**config.mk**
```make
export PLATFORM = sky130hd
export DESIGN_NAME = pixel_ram_arbiter
export DESIGN_NICKNAME = d
export VERILOG_FILES = /design/src/rtl/pixel_ram_arbiter.sv
export SDC_FILE = /design/constraint.sdc
export NUM_CORES = 1
export LEC_CHECK = 0
export ABC_AREA = 1
export CELL_PAD_IN_SITES_DETAIL_PLACEMENT = 1
export CELL_PAD_IN_SITES_GLOBAL_PLACEMENT = 2
export CORE_UTILIZATION = 24
export CTS_CLUSTER_SIZE = 25
export DETAILED_ROUTE_END_ITERATION = 12
export PLACE_DENSITY_LB_ADDON = 0.1
export SLEW_MARGIN = 20
export SYNTH_ARGS = -nofsm -noshare
export SYNTH_HDL_FRONTEND = slang
export SYNTH_SLANG_ARGS = --single-unit
```
**constraint.sdc**
```tcl
create_clock -name clk -period 9.62 [get_ports clk]
set_input_delay 1.443 -clock clk [delete_from_list [all_inputs] [get_ports clk]]
set_output_delay 1.443 -clock clk [all_outputs]
set_load 0.005 [all_outputs]
```
**src/rtl/pixel_ram_arbiter.sv**
```systemverilog
// pixel_ram_arbiter
// Round-robin share of the single 6x6x3 image RAM between several scan
// engines. One requester is granted per cycle; its (x,y) becomes the RAM
// address and the pixel comes back one cycle later with a per-requester
// valid strobe. Out-of-range coordinates are still granted, but they
// return rdata=0 with rerr=1.
module pixel_ram_arbiter #(
  parameter int N_REQ  = 3,
  parameter int XSZ    = 3,
  parameter int YSZ    = 3,
  parameter int ADDRSZ = 6,
  parameter int COLSZ  = 3,
  parameter int WIDTH  = 6,
  parameter int HEIGHT = 6
) (
  input  logic                   clk,
  input  logic                   reset,
  input  logic [N_REQ-1:0]       req,
  input  logic [N_REQ*XSZ-1:0]   req_x,
  input  logic [N_REQ*YSZ-1:0]   req_y,
  output logic [N_REQ-1:0]       gnt,
  output logic [ADDRSZ-1:0]      ram_address,
  input  logic [COLSZ-1:0]       ram_q,
  output logic [N_REQ-1:0]       rvalid,
  output logic [COLSZ-1:0]       rdata,
  output logic                   rerr,
  output logic                   busy
);

  localparam int IDXW = (N_REQ > 1) ? $clog2(N_REQ) : 1;

  // Round-robin pointer: the index that has first claim this cycle.
  logic [IDXW-1:0]   ptr;
  logic [IDXW-1:0]   ptrNext;

  // Winner of this cycle's scan.
  logic              grantAny;
  logic [IDXW-1:0]   grantIdx;
  int                scanIdx;

  // Coordinates of the winner and the address derived from them.
  logic [XSZ-1:0]    selX;
  logic [YSZ-1:0]    selY;
  logic [ADDRSZ-1:0] linAddr;
  logic [ADDRSZ-1:0] lastAddr;
  logic              outOfRange;

  // Response pipeline stage: who was granted last cycle, and whether its
  // coordinate was invalid.
  logic [N_REQ-1:0]  rvalidQ;
  logic              oorQ;

  // Scan requesters starting at ptr, wrapping modulo N_REQ; first hit wins.
  // Reset blocks any grant so nothing is launched into the response stage.
  always_comb begin
    grantAny = 1'b0;
    grantIdx = '0;
    scanIdx  = 0;
    for (int k = 0; k < N_REQ; k++) begin
      scanIdx = (int'(ptr) + k) % N_REQ;
      if (!grantAny && req[scanIdx]) begin
        grantAny = 1'b1;
        grantIdx = IDXW'(scanIdx);
      end
    end
    if (reset) begin
      grantAny = 1'b0;
    end
  end

  // One-hot grant from the winning index.
  always_comb begin
    gnt = '0;
    if (grantAny) begin
      gnt[grantIdx] = 1'b1;
    end
  end

  // Pick the winner's coordinates, build the linear address and range-check.
  always_comb begin
    selX       = req_x[grantIdx*XSZ +: XSZ];
    selY       = req_y[grantIdx*YSZ +: YSZ];
    linAddr    = ADDRSZ'(selY) * ADDRSZ'(WIDTH) + ADDRSZ'(selX);
    outOfRange = (int'(selX) >= WIDTH) || (int'(selY) >= HEIGHT);
  end

  // Pointer moves to the slot just after the winner.
  always_comb begin
    if (int'(grantIdx) == N_REQ - 1) begin
      ptrNext = '0;
    end else begin
      ptrNext = grantIdx + IDXW'(1);
    end
  end

  // The RAM address port keeps its previous value on idle cycles so the
  // RAM input does not toggle needlessly.
  always_comb begin
    ram_address = grantAny ? linAddr : lastAddr;
  end

  // Arbitration state and the one-deep response pipeline.
  always_ff @(posedge clk) begin
    if (reset) begin
      ptr      <= '0;
      lastAddr <= '0;
      rvalidQ  <= '0;
      oorQ     <= 1'b0;
    end else begin
      if (grantAny) begin
        ptr      <= ptrNext;
        lastAddr <= linAddr;
      end
      rvalidQ <= gnt;
      oorQ    <= grantAny & outOfRange;
    end
  end

  // Response outputs. A response launched in the cycle before a reset is
  // masked while reset is high, so it never reaches a requester.
  always_comb begin
    rvalid = reset ? '0 : rvalidQ;
    busy   = |rvalid;
    rerr   = busy & oorQ;
    rdata  = (busy && !oorQ) ? ram_q : '0;
  end

endmodule
```
==> impl_metrics.ini, run 1 <==
[run_status]
status = finished, final reports clean

[pwr]
p_clk_share_pct = 5.7
p_per_area_nw_per_um2 = 451
p_sw_uw = 398
seqPwrFrac_pct = 9.6
power_frac_comb_pct = 84.7
p_leak_nw = 0.849
vdd_drop_max_v = 0.000234
netSwitchingFraction_pct = 50.6
p_int_uw = 389

[logic_synthesis]
yosys_warnings = 0
seq_area_frac_synth_pct = 19.9
synth_fp_nets = 225
ys_types = 33
syn_area_um2 = 1210
syn_avg_cell_area_um2 = 6.42
synth_cells = 188
ys_ff_latch = 12

[timing]
skew_ns = 0.00326
fmax_mhz = 152
setup_tns_ns = 0
final-hold-violation-count = 0
rsz0062_at_grt = false
finalCritPeriodShare_pct = 68.2
tightest_slew_ns = 0.452
hold-worst-slack_ns = 0.489
max-slew-margin-rel_pct = 69.8
drv_slew = 0
period_needed_ns = 6.56
setup_viol = 0

[critical_path]
cpLargestDelayFamily = buffers and inverters
critPathCapture = ram_address[4]
crit_path_start = req[2]
worstPathMaxFanout = 10
crit_buf_inv = 5
critPathKind = input pin to output pin
r2r-end = lastAddr[4]
reg2reg_from = ptr[0]
critPathLaunchType = input pin
crit_required_ns = 8.18
path_cells = clkdlybuf4s50_1 > nand2_1 > nand2_2 > nand2_1 > nand2_2 > nand2_2 > o21a_2 > nand2_8 > nor2_2 > inv_1 > o22ai_1 > a21oi_1 > ha_1 > inv_1 > fa_1 > o21bai_1 > xor2_1 > inv_1 > nand2_2 > nand3_2 > nand2_1 > clkdlybuf4s50_1
cpPeakStageDelay_ns = 0.53
cp.arrival_ns = 5.12
worst_path_most_repeated_cell = nand2_2
reg2reg_depth = 21
end_kind = output pin
crit_slowest_cell = clkdlybuf4s50_1
cp.depth = 22
ff2ff_setup_slack_ns = 5.98

[global_routing]
antenna_found_initial = 0
grt_max_degree = 20
grt_pass1_wl_um = 5620
grt_pass1_vias = 1325
grtUsageTotal_pct = 13.4
grt_remaining_overflow = 0

[drt]
wl_um = 3220
post-route-drc-count = 0
ant_nets = 0
drt-initial-drc-count = 20
wire_per_inst_um = 10.8
vias = 1246
viasPerCell = 4.18
dr.pass1.iters = 2

[hold_path]
hold_path_class = register to register
min_from = lastAddr[4]

[clock_network]
post_cts_buffers = 0
clock_path_buffers = 2
cts-root-buf = clkbuf_8
ctsResizeCount = 0
holdBufCountCts = 0
cts_buffers = 3
h-tree-depth = 1
clk_pin_slew_ns = 0.05
clkSinkCount = 12
cts_tree = built
clock_latency_ns = 0.24

[layout]
layout.nets = 270
nFillCells = 623
drive_above_1_share_pct = 13.9
multi_input_area_um2 = 769
syn_to_final_growth_pct = 44.5
ff_latch_area_um2 = 240
num_antenna_cells = 0
final_common_cell = inv_1
fin_area_um2 = 1740
final_cell_mix = inv_1 (44), clkdlybuf4s50_1 (42), nand2_1 (32)

[placed_design]
routabilityCongestion = 0.824
numPortBuffers = 42
place_area_um2 = 1700
place_hpwl_um = 2900

[die]
die_y_um = 72.9
die_w_um = 72.9
ios = 43
core_area_um2 = 4790
dieArea_um2 = 5310
start_util_pct = 25.2
rows = 25

[flow_run]
drv_cap = 0
## how the worst min path moves through the flow
| stage | slack, ns | cells past startpoint | to |
|---|---|---|---|
| 6_report | 0.49 | 2 | lastAddr[4] |
| 3_5_place_dp | 0.49 | 2 | lastAddr[4] |
| 2_1_floorplan | 0.46 | 2 | lastAddr[0] |
| 5_1_grt | 0.51 | 2 | lastAddr[4] |
| 3_3_place_gp | 0.48 | 2 | lastAddr[4] |
| 4_1_cts | 0.50 | 2 | lastAddr[4] |
## cell usage after synthesis
master    number  area, µm²
fa_1           2       40.0
nand3_2        3       30.0
clkbuf_1       1       3.75
xor2_1         1       8.76
o21bai_1       1       7.51
nor4_1         1       6.26
nor2_2         4       25.0
inv_4          1       6.26
o21a_2         1       8.76
nor2_4         1       11.3
nand2_8        1       20.0
or2_1          3       18.8
xnor2_1        2       17.5
ha_1           9        113
inv_1         44        165
nand2_1       32        120
inv_2          2       7.51
buf_2          1       5.00
inv_6          1       8.76
a21oi_2        1       8.76
nand2_2       11       68.8
a21oi_1        4       20.0
a211oi_1       1       7.51
o21ai_1        3       15.0
o22ai_1        1       6.26
nand4_1        1       6.26
dfxtp_1       12        240
nand3_1        9       45.0
nand2_4        2       22.5
nor2_1        24       90.1
nand3_4        1       17.5
nor3_1         1       5.00
o21ai_0        6       30.0
## power groups by stage
stage / logic (mW) / registers, mW / clock network [mW]
2_1_floorplan: 0.467 / 0.0746 / 0
3_3_place_gp: 0.668 / 0.0760 / 0
3_5_place_dp: 0.678 / 0.0775 / 0
4_1_cts: 0.683 / 0.0763 / 0.0471
5_1_grt: 0.764 / 0.0782 / 0.0493
6_report: 0.666 / 0.0758 / 0.0448
## layer usage
layer	global-route usage, %	part of all wire (%)
met1	15.8	44
met3	1.66	2.6
met2	25.6	53
met5	0	0
met4	3.27	0.74
## registers in the layout, indices dropped and copies added (netlist names)
register / cells
lastAddr: 6
oorQ: 1
ptr: 2
rvalidQ: 3
## worst register-to-register path: cells and delay by family (launching register included)
family                     cells  cell delay, ns
AOI/OAI and AO/OA              3            0.48
adders and majority gates      3            1.01
xor gates and xnor gates       1            0.21
DFF                            1            0.38
and+or+nand+nor                8            0.95
buffers and inverters          6            0.54
## cell type report
type	instances	share of cell area [%]
multi-input combinational	126	44.1
timing repair buffer	42	24.1
sequential	12	13.8
inverter	48	10.8
tap	67	4.81
clock buffer	3	2.37
## cells by family after synthesis
logic type | Yosys count | synth area share [%]
xor+xnor | 3 | 2.18
buf+inv | 50 | 16.3
simple gates | 94 | 40.4
fa+ha+maj | 11 | 12.7
flops | 12 | 19.9
compound gates | 18 | 8.61
## stage by stage
stage	utilization [%]	setup WS (ns)	total power [mW]	cells
2_1_floorplan	-	4.42	0.541	188
6_report	36.4	3.06	0.786	298
5_1_grt	36.4	2.77	0.892	298
4_1_cts	36.4	3.02	0.806	298
3_3_place_gp	35.6	3.15	0.744	295
3_5_place_dp	35.6	3.04	0.756	295
No activity file was read; power rests on OpenSTA's default activity.
==> inputs of run 2 (changes only) <==
--- a/config.mk
+++ b/config.mk
@@ -8,7 +8,7 @@
 export ABC_AREA = 1
 export CELL_PAD_IN_SITES_DETAIL_PLACEMENT = 1
 export CELL_PAD_IN_SITES_GLOBAL_PLACEMENT = 2
-export CORE_UTILIZATION = 24
+export CORE_UTILIZATION = 23
 export CTS_CLUSTER_SIZE = 25
 export DETAILED_ROUTE_END_ITERATION = 12
 export PLACE_DENSITY_LB_ADDON = 0.1
==> constraint.sdc (replaced) <==
create_clock -name clk -period 6.3 [get_ports clk]
set_input_delay 0.945 -clock clk [delete_from_list [all_inputs] [get_ports clk]]
set_output_delay 0.945 -clock clk [all_outputs]
set_load 0.005 [all_outputs]
==> run 2 against run 1 <==
First-iteration DRC count up 85%. Clock-buffer cell count up 1. Register-to-register slack worse by 3.3 ns. Largest cell class unchanged.
==> impl_metrics.ini, run 2 (synthesized netlist as in run 1, its figures left out) <==
[layout]
top_regs = lastAddr x6, rvalidQ x3, ptr x2
final_util_pct = 36.0
num_antenna_cells = 0
multi_input_area_um2 = 769
largest_register_ffs = 6
layout.nets = 270
syn_to_final_growth_pct = 45.6
final_common_cell = inv_1
final_cell_mix = inv_1 (44), clkdlybuf4s50_1 (42), nand2_1 (32)
nFillCells = 633
ff_latch_area_um2 = 240
drive_above_1_share_pct = 14.2
largest_register = lastAddr

[global_routing]
grt_pass1_vias = 1279
grt_remaining_overflow = 0
grtUsageTotal_pct = 13.3
grt_max_degree = 20
grt_pass1_wl_um = 5730
antenna_found_initial = 0

[drt]
ant_nets = 0
viasPerCell = 4.13
wire_per_inst_um = 11.3
wl_um = 3370
vias = 1236
post-route-drc-count = 0
dr.pass1.iters = 4
drt-initial-drc-count = 37

[timing]
max-slew-margin-rel_pct = 67.5
drv_slew = 0
setup_tns_ns = 0
final-hold-violation-count = 0
finalCritPeriodShare_pct = 89.1
period_needed_ns = 5.62
tightest_slew_ns = 0.486
fmax_mhz = 178
skew_ns = 0.000792
rsz0062_at_grt = false
hold-worst-slack_ns = 0.492
setup_viol = 0

[placed_design]
routabilityCongestion = 0.785
numPortBuffers = 42
place_hpwl_um = 2900

[run_status]
status = finished, final reports clean

[clock_network]
clock_latency_ns = 0.24
ctsResizeCount = 0
clock_path_buffers = 2
clk_pin_slew_ns = 0.06
h-tree-depth = 1
holdBufCountCts = 0
clkSinkCount = 12
cts_tree = built
cts-root-buf = clkbuf_8
post_cts_buffers = 0
cts_buffers = 3

[die]
ios = 43
start_util_pct = 24.7
core_area_um2 = 4880
rows = 25
die_y_um = 74.4
die_w_um = 74.4
dieArea_um2 = 5540

[critical_path]
r2r-end = lastAddr[5]
worstPathMaxFanout = 10
end_kind = output pin
reg2reg_depth = 22
critPathLaunchType = input pin
cp.arrival_ns = 4.67
critPathKind = input pin to output pin
crit_required_ns = 5.35
reg2reg_from = ptr[0]
ff2ff_setup_slack_ns = 2.66

[hold_path]
holdPathEnd = lastAddr[0]
hold_depth = 2
hold_path_class = register to register
min_from = lastAddr[0]

[pwr]
vdd_drop_max_v = 0.000378
p_leak_nw = 0.856
p_per_area_nw_per_um2 = 702

[flow_run]
drv_cap = 0
==> run 2: changes by cell type in the layout (fill, tap and decap cells not counted) <==
cell	delta
clkbuf_8	+1
==> run 2: layout make-up <==
class	count	share of cell area, %
Timing Repair Buffer	42	23.9
Sequential cell	12	13.7
Inverter	48	10.7
Multi-Input combinational cell	126	43.8
Tap cell	67	4.77
Clock buffer	4	3.13
==> run 2: worst max-delay path: stages <==
cell and delay (ns):
clkdlybuf4s50_1 0.52, inv_1 0.05, o21ai_1 0.19, nand2_2 0.12, nand2_2 0.10, o21a_2 0.17
nand2_8 0.10, nor2_2 0.17, inv_1 0.14, o22ai_1 0.17, a21oi_1 0.08, ha_1 0.31
inv_1 0.06, fa_1 0.43, inv_1 0.08, nand2_1 0.06, xnor2_1 0.13, inv_1 0.05
o21ai_0 0.24, clkdlybuf4s50_1 0.55
==> run 2: worst max path at each step <==
stage / end / from / depth (start not counted) / slack (ns)
2_1_floorplan: ram_address[5] / req[2] / 18 / 2.10
3_5_place_dp: ram_address[4] / req[2] / 21 / 0.63
3_3_place_gp: ram_address[5] / req[2] / 20 / 0.72
6_report: ram_address[5] / req[2] / 20 / 0.68
4_1_cts: ram_address[4] / req[2] / 21 / 0.62
5_1_grt: ram_address[4] / req[2] / 21 / 0.29
==> run 2: power breakdown <==
group	total [mW]	leakage, nW	switching, mW	internal [mW]
clock	0.0860	0.0288	0.0307	0.0553
combinational	1.03	0.729	0.585	0.448
sequential	0.115	0.0990	0.00991	0.105
total	1.23	0.856	0.626	0.608
==> run 2: per-layer routing <==
layer	track usage [%]	wire length (µm)	up-vias
met5	0	0	-
met4	3.14	33	0
met3	1.63	155	4
met2	23.3	1570	36
met1	17.4	1620	550
li1	-	-	646
==> run 2: per-stage QoR <==
stage | instance area, µm² | power, mW | setup WS, ns | instances
2_1_floorplan | 1210 | 0.826 | 2.10 | 188
3_3_place_gp | 1700 | 1.14 | 0.719 | 295
3_5_place_dp | 1700 | 1.18 | 0.630 | 295
4_1_cts | 1760 | 1.27 | 0.624 | 299
5_1_grt | 1760 | 1.40 | 0.292 | 299
6_report | 1760 | 1.23 | 0.684 | 299
